--- config.mk ---
export PLATFORM = sky130hd
export DESIGN_NAME = delay_monitor
export DESIGN_NICKNAME = d
export VERILOG_FILES = /design/src/rtl/delay_mon_pkg.sv /design/src/rtl/delay_mon_edge_det.sv /design/src/rtl/delay_monitor.sv
export SDC_FILE = /design/constraint.sdc
export NUM_CORES = 1
export LEC_CHECK = 0
export ABC_AREA = 0
export CORE_UTILIZATION = 46
export CTS_CLUSTER_SIZE = 8
export DETAILED_ROUTE_END_ITERATION = 8
export PLACE_DENSITY = 0.76
export SYNTH_ARGS = -nofsm -noshare
export SYNTH_HDL_FRONTEND = slang
export SYNTH_SLANG_ARGS = --single-unit
--- constraint.sdc ---
create_clock -name clock -period 1.9 [get_ports clock]
set_input_delay 0.38 -clock clock [delete_from_list [all_inputs] [get_ports clock]]
set_output_delay 0.38 -clock clock [all_outputs]
set_load 0.005 [all_outputs]
--- src/rtl/delay_mon_pkg.sv ---
// Shared types and default constants for the delay monitor.
// The optional min/max tracker is built only when DELAY_MON_MINMAX_EN is defined.
package delay_mon_pkg;

   typedef enum logic {
      IDLE = 1'b0,
      WAIT = 1'b1
   } state_t;

   localparam int DM_CNT_W   = 8;
   localparam int DM_TIMEOUT = 200;
   localparam int DM_SCNT_W  = 16;

endpackage

--- src/rtl/delay_mon_edge_det.sv ---
// Single-bit change detector. The previous value keeps tracking through clear,
// but a change seen during clear is suppressed.
module edge_det (
   input  logic clock,
   input  logic reset_n,
   input  logic clear,
   input  logic sig,
   output logic change
);

   logic prev;

   always_ff @(posedge clock or negedge reset_n) begin
      if (!reset_n) begin
         prev <= 1'b0;
      end else begin
         prev <= sig;
      end
   end

   assign change = (sig != prev) && !clear;

endmodule

--- src/rtl/delay_monitor.sv ---
// Measures stimulus-to-response delay in cycles and flags swallowed pulses,
// timeouts and spurious response edges. Optional min/max via DELAY_MON_MINMAX_EN.
module delay_monitor
   import delay_mon_pkg::*;
#(
   parameter int CNT_W   = DM_CNT_W,
   parameter int TIMEOUT = DM_TIMEOUT
) (
   input  logic                 clock,
   input  logic                 reset_n,
   input  logic                 stim_in,
   input  logic                 resp_in,
   input  logic                 clear,
   output logic                 meas_valid,
   output logic [CNT_W-1:0]     meas_delay,
   output logic                 swallowed,
   output logic                 timeout_err,
   output logic                 spurious_err,
   output logic [DM_SCNT_W-1:0] sample_count,
   output logic [CNT_W-1:0]     min_delay,
   output logic [CNT_W-1:0]     max_delay
);

   logic stim_edge;
   logic resp_edge;

   edge_det u_stim_edge (
      .clock   (clock),
      .reset_n (reset_n),
      .clear   (clear),
      .sig     (stim_in),
      .change  (stim_edge)
   );

   edge_det u_resp_edge (
      .clock   (clock),
      .reset_n (reset_n),
      .clear   (clear),
      .sig     (resp_in),
      .change  (resp_edge)
   );

   state_t           state, state_next;
   logic [CNT_W-1:0] cnt, cnt_next;
   logic             target, target_next;
   logic             meas_fire, swallow_fire, timeout_fire, spurious_fire;
   logic [CNT_W-1:0] meas_value;

   always_comb begin
      state_next    = state;
      cnt_next      = cnt;
      target_next   = target;
      meas_fire     = 1'b0;
      meas_value    = cnt;
      swallow_fire  = 1'b0;
      timeout_fire  = 1'b0;
      spurious_fire = 1'b0;
      case (state)
         IDLE: begin
            if (stim_edge && resp_edge && (resp_in == stim_in)) begin
               meas_fire  = 1'b1;
               meas_value = '0;
            end else begin
               if (stim_edge) begin
                  target_next = stim_in;
                  cnt_next    = CNT_W'(1);
                  state_next  = WAIT;
               end
               if (resp_edge) spurious_fire = 1'b1;
            end
         end
         WAIT: begin
            if (resp_edge && (resp_in != target)) spurious_fire = 1'b1;
            if (resp_edge && (resp_in == target)) begin
               meas_fire  = 1'b1;
               meas_value = cnt;
               // A new stimulus edge coinciding with the response starts the next measurement
               if (stim_edge) begin
                  target_next = stim_in;
                  cnt_next    = CNT_W'(1);
               end else begin
                  state_next = IDLE;
                  cnt_next   = '0;
               end
            end else if (stim_edge) begin
               swallow_fire = 1'b1;
               state_next   = IDLE;
               cnt_next     = '0;
            end else if (cnt == CNT_W'(TIMEOUT)) begin
               timeout_fire = 1'b1;
               state_next   = IDLE;
               cnt_next     = '0;
            end else begin
               cnt_next = cnt + CNT_W'(1);
            end
         end
         default: state_next = IDLE;
      endcase
   end

   always_ff @(posedge clock or negedge reset_n) begin
      if (!reset_n) begin
         state        <= IDLE;
         cnt          <= '0;
         target       <= 1'b0;
         meas_valid   <= 1'b0;
         meas_delay   <= '0;
         swallowed    <= 1'b0;
         timeout_err  <= 1'b0;
         spurious_err <= 1'b0;
         sample_count <= '0;
      end else if (clear) begin
         state        <= IDLE;
         cnt          <= '0;
         target       <= 1'b0;
         meas_valid   <= 1'b0;
         swallowed    <= 1'b0;
         timeout_err  <= 1'b0;
         spurious_err <= 1'b0;
         sample_count <= '0;
      end else begin
         state        <= state_next;
         cnt          <= cnt_next;
         target       <= target_next;
         meas_valid   <= meas_fire;
         swallowed    <= swallow_fire;
         timeout_err  <= timeout_fire;
         spurious_err <= spurious_fire;
         if (meas_fire) begin
            meas_delay <= meas_value;
            if (sample_count != '1) sample_count <= sample_count + DM_SCNT_W'(1);
         end
      end
   end

`ifdef DELAY_MON_MINMAX_EN
   logic [CNT_W-1:0] min_val, max_val;

   always_ff @(posedge clock or negedge reset_n) begin
      if (!reset_n) begin
         min_val <= '1;
         max_val <= '0;
      end else if (clear) begin
         min_val <= '1;
         max_val <= '0;
      end else if (meas_fire) begin
         if (meas_value < min_val) min_val <= meas_value;
         if (meas_value > max_val) max_val <= meas_value;
      end
   end

   assign min_delay = min_val;
   assign max_delay = max_val;
`else
   assign min_delay = '1;
   assign max_delay = '0;
`endif

endmodule

==> metrics.md, run 1 <==
| Metric | Value |
|---|---|
| Slowest stage cell, crit path | `or3b_4` |
| Longest Clk Path Bufs | `2` |
| DRT Wirelength | `5040 um` |
| Antenna fix cells | `0` |
| Dpl ws | `-0.526 ns` |
| Setup violations, final | `0` |
| Vias/cell | `5.14` |
| XOR/XNOR share of the synthesized area | `4.95%` |
| Final Hold Viols | `0` |
| Async set-reset flop share out of synthesis | `100%` |
| Pin count of the biggest net entering global routing | `41` |
| Core area | `4750 um^2` |
| Switching Power | `0.000432 W` |
| Crit-path cells | `or3b_4 -> buf_6 -> a21boi_4 -> o221ai_4 -> or4_1 -> nand2_1` |
| Sw frac | `25.8%` |
| Critical path type | `register to register` |
| Arr. time, crit path | `2.10 ns` |
| Wire length per cell | `13.4 um` |
| Initial core utilization | `48.4%` |
| Hold Crit Class | `primary input to async pin` |
| Vias in the first global route | `1784` |
| Layout cells sized above 1 | `20.6%` |
| H-tree depth | `2` |
| Max cap viols | `0` |
| Sequential Area | `1000 um^2` |
| Area of the die | `5290 um^2` |
| GRT overflow | `0` |
| Gate count after technology mapping | `244` |
| WHS | `0.133 ns` |
| Post-synthesis cell type count | `52` |
| Worst Clk Skew | `0.00317 ns` |
| Max IR drop VDD | `0.217 mV` |
| Mux cell area share after synthesis | `1.36%` |
| Remaining DRCs | `0` |
| # hold bufs at CTS | `0` |
| CP delay by family, top | `simple AND/OR/NAND/NOR gates` |
| Internal power | `0.00125 W` |
| Post-DP HPWL | `3550 um` |
| Top_reg_cell synth | `dfrtp_1` |
| Routed Antenna Nets | `0` |
| Leakage | `1.31 nW` |
| Clk network pwr share | `31.9%` |
| Seq pwr share | `52.8%` |
| Area Growth Syn to Fin | `31.6%` |
| CP peak stage delay | `0.42 ns` |
| CP startpoint kind | `register` |
| Compound-Gate Fraction of Synth Area | `15.5%` |
| WP buf/inv | `1` |
| Critical Path Sink Type | `register` |
| Fmax | `0.535 GHz` |
| Logic pwr share | `15.3%` |
| Port Buffer Count | `32` |
| GR Util All Layers | `21.3%` |
| # fillers | `431` |
| Seq cells post-synth | `40` |
| DIE WIDTH | `72.7 um` |
| Worst-path fanout max | `7` |
| Sequential area share after synthesis | `43.5%` |
| Syn. warnings | `0` |
| Multi-input gate area | `1210 um^2` |
| Post-synthesis adder-cell area fraction | `1.63%` |
| Vias | `1938` |
| Pwr dens | `554 nW/um^2` |
| Clock transition at the registers of the reported paths | `0.07 ns` |
| First-pass GRT wire length | `8500 um` |
| Die Height | `72.7 um` |
| First-pass DRT Iterations | `4` |
| IO Pins | `49` |
| Setup ws final | `0.0316 ns` |
| CTS Buf Count | `5` |
| CTS tree | `built` |
| Req. time, crit path | `2.13 ns` |
| Syn avg cell area | `9.43 um^2` |
| Post-synth EDFFs | `0` |
| Largest family of logic cells by synthesized area | `simple AND/OR/NAND/NOR gates` |
| GPL Wtd Cong | `0.877` |
| Post-Synth Simple-Gate Area | `23.9%` |
| Post-layout util | `63.6%` |
| Placement row count | `25` |
| Sink Count | `40` |
| Clk_lat worst skew | `0.29 ns` |
| Syn Std Cell Area | `2300 um^2` |
| Antenna violations before repair | `0` |
| Outcome | `finished clean` |
| Final worst path period share | `98.3%` |
| Final nets | `318` |
| Minimum clock period | `1.87 ns` |
| DR iter-0 viols | `128` |
| Power Total | `0.00168 W` |
| Final Max Tran Viols | `0` |
| Root Buffer | `clkbuf_8` |
==> power by group through the flow <==
stage | registers [W] | clock network [W] | logic, W
floorplan | 0.000909 | 0 | 0.000131
global placement | 0.000901 | 0 | 0.000233
detailed placement | 0.000903 | 0 | 0.000237
CTS | 0.000886 | 0.000552 | 0.000244
global route | 0.000888 | 0.000592 | 0.000286
finish | 0.000886 | 0.000535 | 0.000256
==> state kept, by name, indices dropped and copies added (netlist names) <==
register,cells
sample_count,16
cnt,8
meas_delay,8
meas_valid,1
spurious_err,1
state,1
swallowed,1
target,1
timeout_err,1
u_resp_edge.prev,1
u_stim_edge.prev,1
==> synth_stat cells, types with 3 or more instances <==
cell / number / area share (%)
nand3b_1: 3 / 0.98
dfrtp_1: 40 / 44
nor2_1: 22 / 3.6
nand4_1: 8 / 2.2
nand2_1: 33 / 5.4
clkbuf_1: 6 / 0.98
nand2b_1: 4 / 1.1
inv_1: 6 / 0.98
buf_4: 16 / 5.2
ha_1: 3 / 1.6
and3_1: 6 / 1.6
nor3_1: 3 / 0.65
xnor2_1: 13 / 5.0
o21ai_1: 3 / 0.65
nand3_1: 10 / 2.2
nor2b_1: 4 / 1.1
buf_2: 3 / 0.65
a211oi_1: 4 / 1.3
a21oi_1: 14 / 3.0
==> worst paths after layout <==
path	start	end	slack, ns	cells after the start
max	target$_DFFE_PN0P_	sample_count[8]$_DFFE_PN0P_	0.03	6
min	reset_n	sample_count[14]$_DFFE_PN0P_	0.13	2
max reg2reg	target$_DFFE_PN0P_	sample_count[8]$_DFFE_PN0P_	0.03	6
min reg2reg	meas_delay[3]$_DFFE_PN0P_	meas_delay[3]$_DFFE_PN0P_	0.52	2
max in group asynchronous	reset_n	u_stim_edge.prev$_DFF_PN0_	1.40	2
min in group clock	resp_in	u_resp_edge.prev$_DFF_PN0_	0.43	1
==> through the flow <==
stage                     cells  cell area [um^2]  TNS (ns)
final                       377              3030         0
after global placement      366              2850    -11.28
after CTS                   375              2970         0
after global routing        377              3030  -0.00143
after detailed placement    366              2850    -12.25
after floorplan             258              2350         0
==> worst register-to-register path: cells and delay by family, from the launching register on <==
kind            cells  cell delay, ns
compound gates      2            0.34
simple gates        3            0.93
flops               1            0.39
buf+inv             1            0.14
==> area by class of cell <==
type                    instances  area share (%)
clock buffers                   6            2.40
flip-flops and latches         40            33.1
clock inverters                 1           0.165
well taps                      67            2.77
multi-input cells             185            39.9
inverters                       6           0.744
repair buffers                 72            20.9
==> metal layers <==
| metal | GRT usage [%] | wire length [um] | share of wire (%) | vias up |
|---|---|---|---|---|
| met5 | 0 | 0 | 0 | - |
| met4 | 6.54 | 58 | 1.2 | 0 |
| met3 | 4.56 | 194 | 3.9 | 7 |
| met2 | 34.5 | 2440 | 48 | 57 |
| met1 | 28.7 | 2350 | 47 | 921 |
| li1 | - | - | - | 953 |
==> what timing repair did <==
| item | 4_1_cts | 5_1_grt |
|---|---|---|
| endpoints found under the setup margin | 20 | 9 |
| pin swaps | 4 | 6 |
| setup buffers | 2 | 2 |
| gates resized for setup | 8 | 9 |
==> cell families (layout without fill, tap and decap cells) <==
kind of cell / after synthesis / after routing
muxes: 3 / 3
xor gates and xnor gates: 13 / 13
DFF: 40 / 40
AOI/OAI and AO/OA: 43 / 43
other: 2 / 16
buffers and inverters: 33 / 85
and+or+nand+nor: 107 / 107
adders and majority gates: 3 / 3
==> layout by cell type (no fill, tap or decap), types with 3 or more instances in the layout <==
cell type	instances
clkbuf_8	5
ha_1	3
clkdlybuf4s50_1	29
nand4_1	8
nand3_1	10
a21oi_1	13
nor2_1	21
nand2_1	33
inv_1	6
dfrtp_1	39
a211oi_1	4
conb_1	16
buf_4	37
xnor2_1	13
and3_1	6
nor3_1	3
nand3b_1	3
nand2b_1	4
No activity file was read; power rests on OpenSTA's default activity.
==> run 2, diff against run 1 <==
==> constraint.sdc (replaced) <==
create_clock -name clock -period 1.9 [get_ports clock]
set_input_delay 0.38 -clock clock [delete_from_list [all_inputs] [get_ports clock]]
set_output_delay 0.38 -clock clock [all_outputs]
set_load 0.05 [all_outputs]
==> run 2 against run 1 <==
Compared with the run above:
- final area increased by 2.6%
- sequential power about the same
- sequential cell count unchanged
- clock power increased by 83%
- via count increased by 2.9%
- core utilization increased by 1.7 points
- global-route usage decreased by 0.12 points
- setup slack improved by 0.013 ns
- critical path depth increased by 1
- clock skew decreased by 0.00061 ns
- critical endpoint is now sample_count[4]$_DFFE_PN0P_
- largest cell class unchanged
- highest routed layer unchanged
==> metrics.md, run 2 (synthesis gave the netlist of run 1 again) <==
| Metric | Value |
|---|---|
| Area of the die | `5290 um^2 (unchanged)` |
| Wire length per cell | `14.0 um (+4.6%)` |
| Req. time, crit path | `2.09 ns (-0.04 ns)` |
| Root Buffer | `clkbuf_8` |
| DIE WIDTH | `72.7 um (unchanged)` |
| Multi-input gate area | `1210 um^2 (+0.52%)` |
| DRT Wirelength | `5350 um (+6.2%)` |
| Commonest cells after routing, fill and taps aside | `buf_4, dfrtp_1, nand2_1, nor2_1, conb_1` |
| Remaining DRCs | `0 (unchanged)` |
| Vias | `1995 (+2.9%)` |
| Final Hold Viols | `0 (unchanged)` |
| Initial core utilization | `48.4% (unchanged)` |
| Slowest stage cell, crit path | `or3b_4` |
| Sequential Area | `1010 um^2 (+0.62%)` |
| Hold Crit Class | `primary input to async pin` |
| Outcome | `finished clean` |
| DR iter-0 viols | `212 (+66%)` |
| Critical Path Sink Type | `register` |
| Max cap viols | `0 (unchanged)` |
| Vias in the first global route | `1842 (+3.3%)` |
| Die Height | `72.7 um (unchanged)` |
| Max FFs per register | `16 (unchanged)` |
| Arr. time, crit path | `2.05 ns (-0.05 ns)` |
| First-pass DRT Iterations | `5 (+1)` |
| IO Pins | `49 (unchanged)` |
| GPL Wtd Cong | `0.879 (+0.30%)` |
| CP startpoint kind | `primary input` |
| H-tree depth | `2 (unchanged)` |
| Worst slew pin tran | `0.517 ns` |
| # hold bufs at CTS | `0 (unchanged)` |
| Leakage | `1.40 nW (+7.4%)` |
| Pin count of the biggest net entering global routing | `41 (unchanged)` |
| Non-Filler Instances | `383 (+1.6%)` |
| Final Max Tran Viols | `0 (unchanged)` |
| Top flop regs | `sample_count: 16 flops, cnt: 8 flops, meas_delay: 8 flops` |
| # fillers | `393 (-8.8%)` |
| Vias/cell | `5.21 (+1.3%)` |
| Final nets | `323 (+1.6%)` |
| Fmax | `0.539 GHz (+0.73%)` |
| GRT overflow | `0 (unchanged)` |
| GR Util All Layers | `21.2% (-0.12 points)` |
| CTS Buf Count | `5 (unchanged)` |
| Clock transition at the registers of the reported paths | `0.08 ns (about the same)` |
| Antenna fix cells | `0 (unchanged)` |
| Setup violations, final | `0 (unchanged)` |
| Critical path type | `primary input to register` |
| Longest Clk Path Bufs | `2 (unchanged)` |
| Max IR drop VDD | `0.394 mV (+82%)` |
| Routed Antenna Nets | `0 (unchanged)` |
| Final worst path period share | `97.6% (-0.71 points)` |
| Worst Clk Skew | `0.00256 ns (-0.000613 ns)` |
| Most common cell after layout, fill and taps aside | `buf_4` |
| Relative slew slack | `65.5%` |
| Crit-path cells | `dlygate4sd2_1 -> or3b_4 -> buf_6 -> a21boi_4 -> o221ai_4 -> nor2_2 -> mux2_4` |
| Dpl cells | `371 (+1.4%)` |
| Pwr dens | `714 nW/um^2 (+29%)` |
| Layout cells sized above 1 | `30.1% (+9.4 points)` |
| Port Buffer Count | `32 (unchanged)` |
| Core area | `4750 um^2 (unchanged)` |
| Top reg by flops | `sample_count` |
| Antenna violations before repair | `0 (unchanged)` |
| Placement row count | `25 (unchanged)` |
| Area Growth Syn to Fin | `35.0%` |
| Post-DP HPWL | `3760 um (+5.8%)` |
| CTS tree | `built` |
| Minimum clock period | `1.85 ns (-0.0135 ns)` |
| Post-layout util | `65.3% (+1.7 points)` |
| First-pass GRT wire length | `8590 um (+1.1%)` |
| CP peak stage delay | `0.44 ns (+0.02 ns)` |
| Sink Count | `40 (unchanged)` |
| Power Total | `0.00222 W (+32%)` |
| Worst-path fanout max | `7 (unchanged)` |
| Clk_lat worst skew | `0.30 ns (about the same)` |
-- run 2: area by class of cell --
type	instances	share of cell area, %
Clock buffer	5	2.22
Clock inverter	3	2.90
Inverter	6	0.726
Multi-Input combinational cell	185	39.1
Sequential cell	40	32.5
Tap cell	67	2.70
Timing Repair Buffer	77	19.9
-- run 2: path summary, 6_finish.rpt --
check	from	endpoint	slack, ns	cells past startpoint
min reg2reg	meas_delay[0]$_DFFE_PN0P_	meas_delay[0]$_DFFE_PN0P_	0.52	2
max	resp_in	sample_count[4]$_DFFE_PN0P_	0.05	7
min in group clock	stim_in	u_stim_edge.prev$_DFF_PN0_	0.31	1
min	reset_n	sample_count[14]$_DFFE_PN0P_	0.13	2
max in group asynchronous	reset_n	sample_count[6]$_DFFE_PN0P_	1.39	2
max reg2reg	u_resp_edge.prev$_DFF_PN0_	sample_count[4]$_DFFE_PN0P_	0.05	6
-- run 2: worst max-delay path: cells and delay by family --
kind / cells / cell delay (ns)
and+or+nand+nor: 2 / 0.60
buffers and inverters: 2 / 0.44
AOI/OAI and AO/OA: 2 / 0.32
muxes: 1 / 0.30
-- run 2: per-stage QoR --
step	setup TNS [ns]	setup slack, ns	area [um^2]	hold WS, ns
finish	0	0.0451	3100	0.132
global route	-0.00632	-0.00446	3100	0.176
CTS	0	0.00779	3020	0.145
detailed placement	-12.76	-0.533	2840	0.472
global placement	-11.10	-0.455	2840	0.473
floorplan	0	0.0169	2360	0.0844
-- run 2: routing by layer --
layer | up-vias | track usage (%) | share of wire, %
met4 | 0 | 5.66 | 1.3
met2 | 77 | 34.7 | 48
met1 | 946 | 28.5 | 45
met5 | - | 0 | 0
li1 | 962 | - | -
met3 | 10 | 4.56 | 5.4
-- run 2: where the power goes --
group	leakage (nW)	internal [W]	total, W	switching [W]
Clock	0.0784	0.000657	0.000977	0.000320
Sequential	0.540	0.000873	0.000885	0.0000125
Combinational	0.785	0.000123	0.000355	0.000232
Total	1.40	0.00165	0.00222	0.000564
-- run 2: what timing repair did --
item | in CTS | in global routing
setup buffers | 0 | 4
setup endpoints to repair | 22 | 23
pin swaps | 1 | 4
resized for setup | 6 | 12
==> run 3, diff against run 2 <==
--- a/config.mk
+++ b/config.mk
@@ -6,6 +6,7 @@
 export NUM_CORES = 1
 export LEC_CHECK = 0
 export ABC_AREA = 0
+export CORE_MARGIN = 10
 export CORE_UTILIZATION = 46
 export CTS_CLUSTER_SIZE = 8
 export DETAILED_ROUTE_END_ITERATION = 8
==> run 3 against run 2 <==
Compared with the run above:
- wire length up 6.4%
- global-route usage is 7.6 points lower
- largest cell class unchanged
- critical path depth fell by 1
- die area is 56% higher
- sequential power about the same
- core utilization is 1.9 points lower
==> metrics.md, run 3 (synthesis gave the netlist of run 1 again) <==
| Metric | Value |
|---|---|
| Worst Setup SP | `target$_DFFE_PN0P_` |
| Critical Path Sink Type | `register` |
| Relative slew slack | `65.5% (about the same)` |
| Setup violations, final | `0 (unchanged)` |
| Most common cell after layout, fill and taps aside | `buf_4` |
| Port Buffer Count | `32 (unchanged)` |
| Remaining DRCs | `0 (unchanged)` |
| # fillers | `404 (+2.8%)` |
| First-pass DRT Iterations | `4 (-1)` |
| GRT overflow | `0 (unchanged)` |
| Root Buffer | `clkbuf_8` |
| Vias in the first global route | `1916 (+4.0%)` |
| Clk_lat worst skew | `0.30 ns (about the same)` |
| Arr. time, crit path | `2.04 ns (about the same)` |
| GPL Wtd Cong | `0.877 (-0.20%)` |
| Critical path type | `register to register` |
| Setup ws final | `0.0403 ns (-0.00479 ns)` |
| Die Height | `90.7 um (+25%)` |
| Max FFs per register | `16 (unchanged)` |
| H-tree depth | `2 (unchanged)` |
| CTS tree | `built` |
| CP peak stage delay | `0.42 ns (-0.02 ns)` |
| Max IR drop VDD | `0.344 mV (-13%)` |
| Max cap viols | `0 (unchanged)` |
| Final Hold Viols | `0 (unchanged)` |
| Layout cells sized above 1 | `30.5% (+0.48 points)` |
| Fmax | `0.538 GHz (-0.26%)` |
| Placement row count | `25 (unchanged)` |
| Minimum clock period | `1.86 ns (+0.00479 ns)` |
| Area Growth Syn to Fin | `31.9%` |
| Initial core utilization | `48.1% (-0.32 points)` |
| Unrepaired setup endpoints after global routing | `yes` |
| Worst Clk Skew | `0.00643 ns (+0.00387 ns)` |
| Longest Clk Path Bufs | `2 (unchanged)` |
| CTS Buf Count | `5 (unchanged)` |
| Vias/cell | `5.19 (-0.30%)` |
| Commonest cells after routing, fill and taps aside | `buf_4, dfrtp_1, nand2_1, nor2_1, conb_1` |
| Antenna violations before repair | `0 (unchanged)` |
| FF-to-FF Start | `target$_DFFE_PN0P_` |
| IO Pins | `49 (unchanged)` |
| CP startpoint kind | `register` |
| Dpl cells | `368 (-0.81%)` |
| Final Max Tran Viols | `0 (unchanged)` |
| Sink Count | `40 (unchanged)` |
| Clock transition at the registers of the reported paths | `0.08 ns (about the same)` |
| Crit-path cells | `or3b_4 -> buf_6 -> a21boi_4 -> o221ai_4 -> nor2_1 -> mux2_1` |
| Antenna fix cells | `0 (unchanged)` |
| DRT Wirelength | `5690 um (+6.4%)` |
| Dpl ws | `-0.474 ns (+0.0585 ns)` |
| Leakage | `1.38 nW (-1.7%)` |
| DR iter-0 viols | `224 (+5.7%)` |
| Vias | `1963 (-1.6%)` |
| DIE WIDTH | `90.7 um (+25%)` |
| Worst slew pin tran | `0.517 ns (-0.000286 ns)` |
| Wire length per cell | `15.1 um (+7.8%)` |
| First-pass GRT wire length | `9420 um (+9.6%)` |
| Non-Filler Instances | `378 (-1.3%)` |
| Area of the die | `8230 um^2 (+56%)` |
| Req. time, crit path | `2.08 ns (about the same)` |
| Pwr dens | `642 nW/um^2 (-10%)` |
| Top reg by flops | `sample_count` |
| GR Util All Layers | `13.6% (-7.6 points)` |
| Slowest stage cell, crit path | `or3b_4` |
| Worst-path fanout max | `7 (unchanged)` |
| Routed Antenna Nets | `0 (unchanged)` |
| Outcome | `finished clean` |
| Post-DP HPWL | `4090 um (+8.8%)` |
| Hold Crit Class | `primary input to async pin` |
| # hold bufs at CTS | `0 (unchanged)` |
| Core area | `4790 um^2 (+0.66%)` |
| Pin count of the biggest net entering global routing | `41 (unchanged)` |
| Final nets | `318 (-1.5%)` |
| Top flop regs | `sample_count: 16 flops, cnt: 8 flops, meas_delay: 8 flops` |
| Final worst path period share | `97.9% (+0.25 points)` |
==> run 3: cell count changes in the layout (fill, tap and decap cells not counted), moves of 2 or more <==
cell / change
nor2_1: +2
nor2_2: -2
bufinv_16: -2
clkdlybuf4s50_1: -5
==> run 3: path summary, 6_finish.rpt <==
check / to / slack [ns] / cells past startpoint
hold reg to reg: meas_delay[5]$_DFFE_PN0P_ / 0.52 / 2
setup / recovery: sample_count[4]$_DFFE_PN0P_ / 0.04 / 6
max in group asynchronous: sample_count[0]$_DFFE_PN0P_ / 1.38 / 2
hold / removal: spurious_err$_DFF_PN0_ / 0.14 / 2
setup reg to reg: sample_count[4]$_DFFE_PN0P_ / 0.04 / 6
min in group clock: u_stim_edge.prev$_DFF_PN0_ / 0.44 / 2
==> run 3: report_power, final <==
part	switching [W]	total (W)	leakage, nW	internal [W]
clock network	0.000314	0.000703	0.0541	0.000389
registers	0.0000144	0.000888	0.540	0.000873
logic	0.000235	0.000358	0.786	0.000122
total	0.000564	0.00195	1.38	0.00138
==> run 3: critical path, delay by kind of cell, from the launching register on <==
kind / cells / cell delay, ns
buffers and inverters: 1 / 0.14
AO/OA/AOI/OAI: 2 / 0.34
flip-flops: 1 / 0.38
AND/OR/NAND/NOR: 2 / 0.55
multiplexers: 1 / 0.33
==> run 3: layout make-up <==
class	count	area [um^2]	share of cell area, %
Clock buffer	5	68.8	2.27
Clock inverter	3	42.5	1.40
Inverter	6	22.5	0.743
Multi-Input combinational cell	185	1230	40.5
Sequential cell	40	1010	33.3
Tap cell	67	83.8	2.76
Timing Repair Buffer	72	579	19.1
==> run 3: stage by stage <==
step	setup TNS, ns	total power, W	utilization, %	hold slack [ns]	instance area (um^2)
after global routing	-0.0231	0.00202	63.4	0.176	3030
final	0	0.00195	63.4	0.137	3030
after detailed placement	-10.44	0.00124	58.9	0.476	2820
after floorplan	0	0.00114	-	0.0844	2360
after global placement	-9.65	0.00124	58.9	0.474	2820
after CTS	0	0.00195	62.6	0.153	2990
==> run 3: timing repair <==
item | in CTS | in global routing
gates resized for setup | 11 | 8
pin swaps | 7 | 6
buffers inserted | 2 | 0
setup endpoints to repair | 19 | 19
==> run 3: per-layer routing <==
| metal | wire [um] | GRT usage, % |
|---|---|---|
| met5 | 0 | 0 |
| met4 | 59 | 4.91 |
| met3 | 289 | 3.49 |
| met2 | 2780 | 22.3 |
| met1 | 2570 | 16.6 |
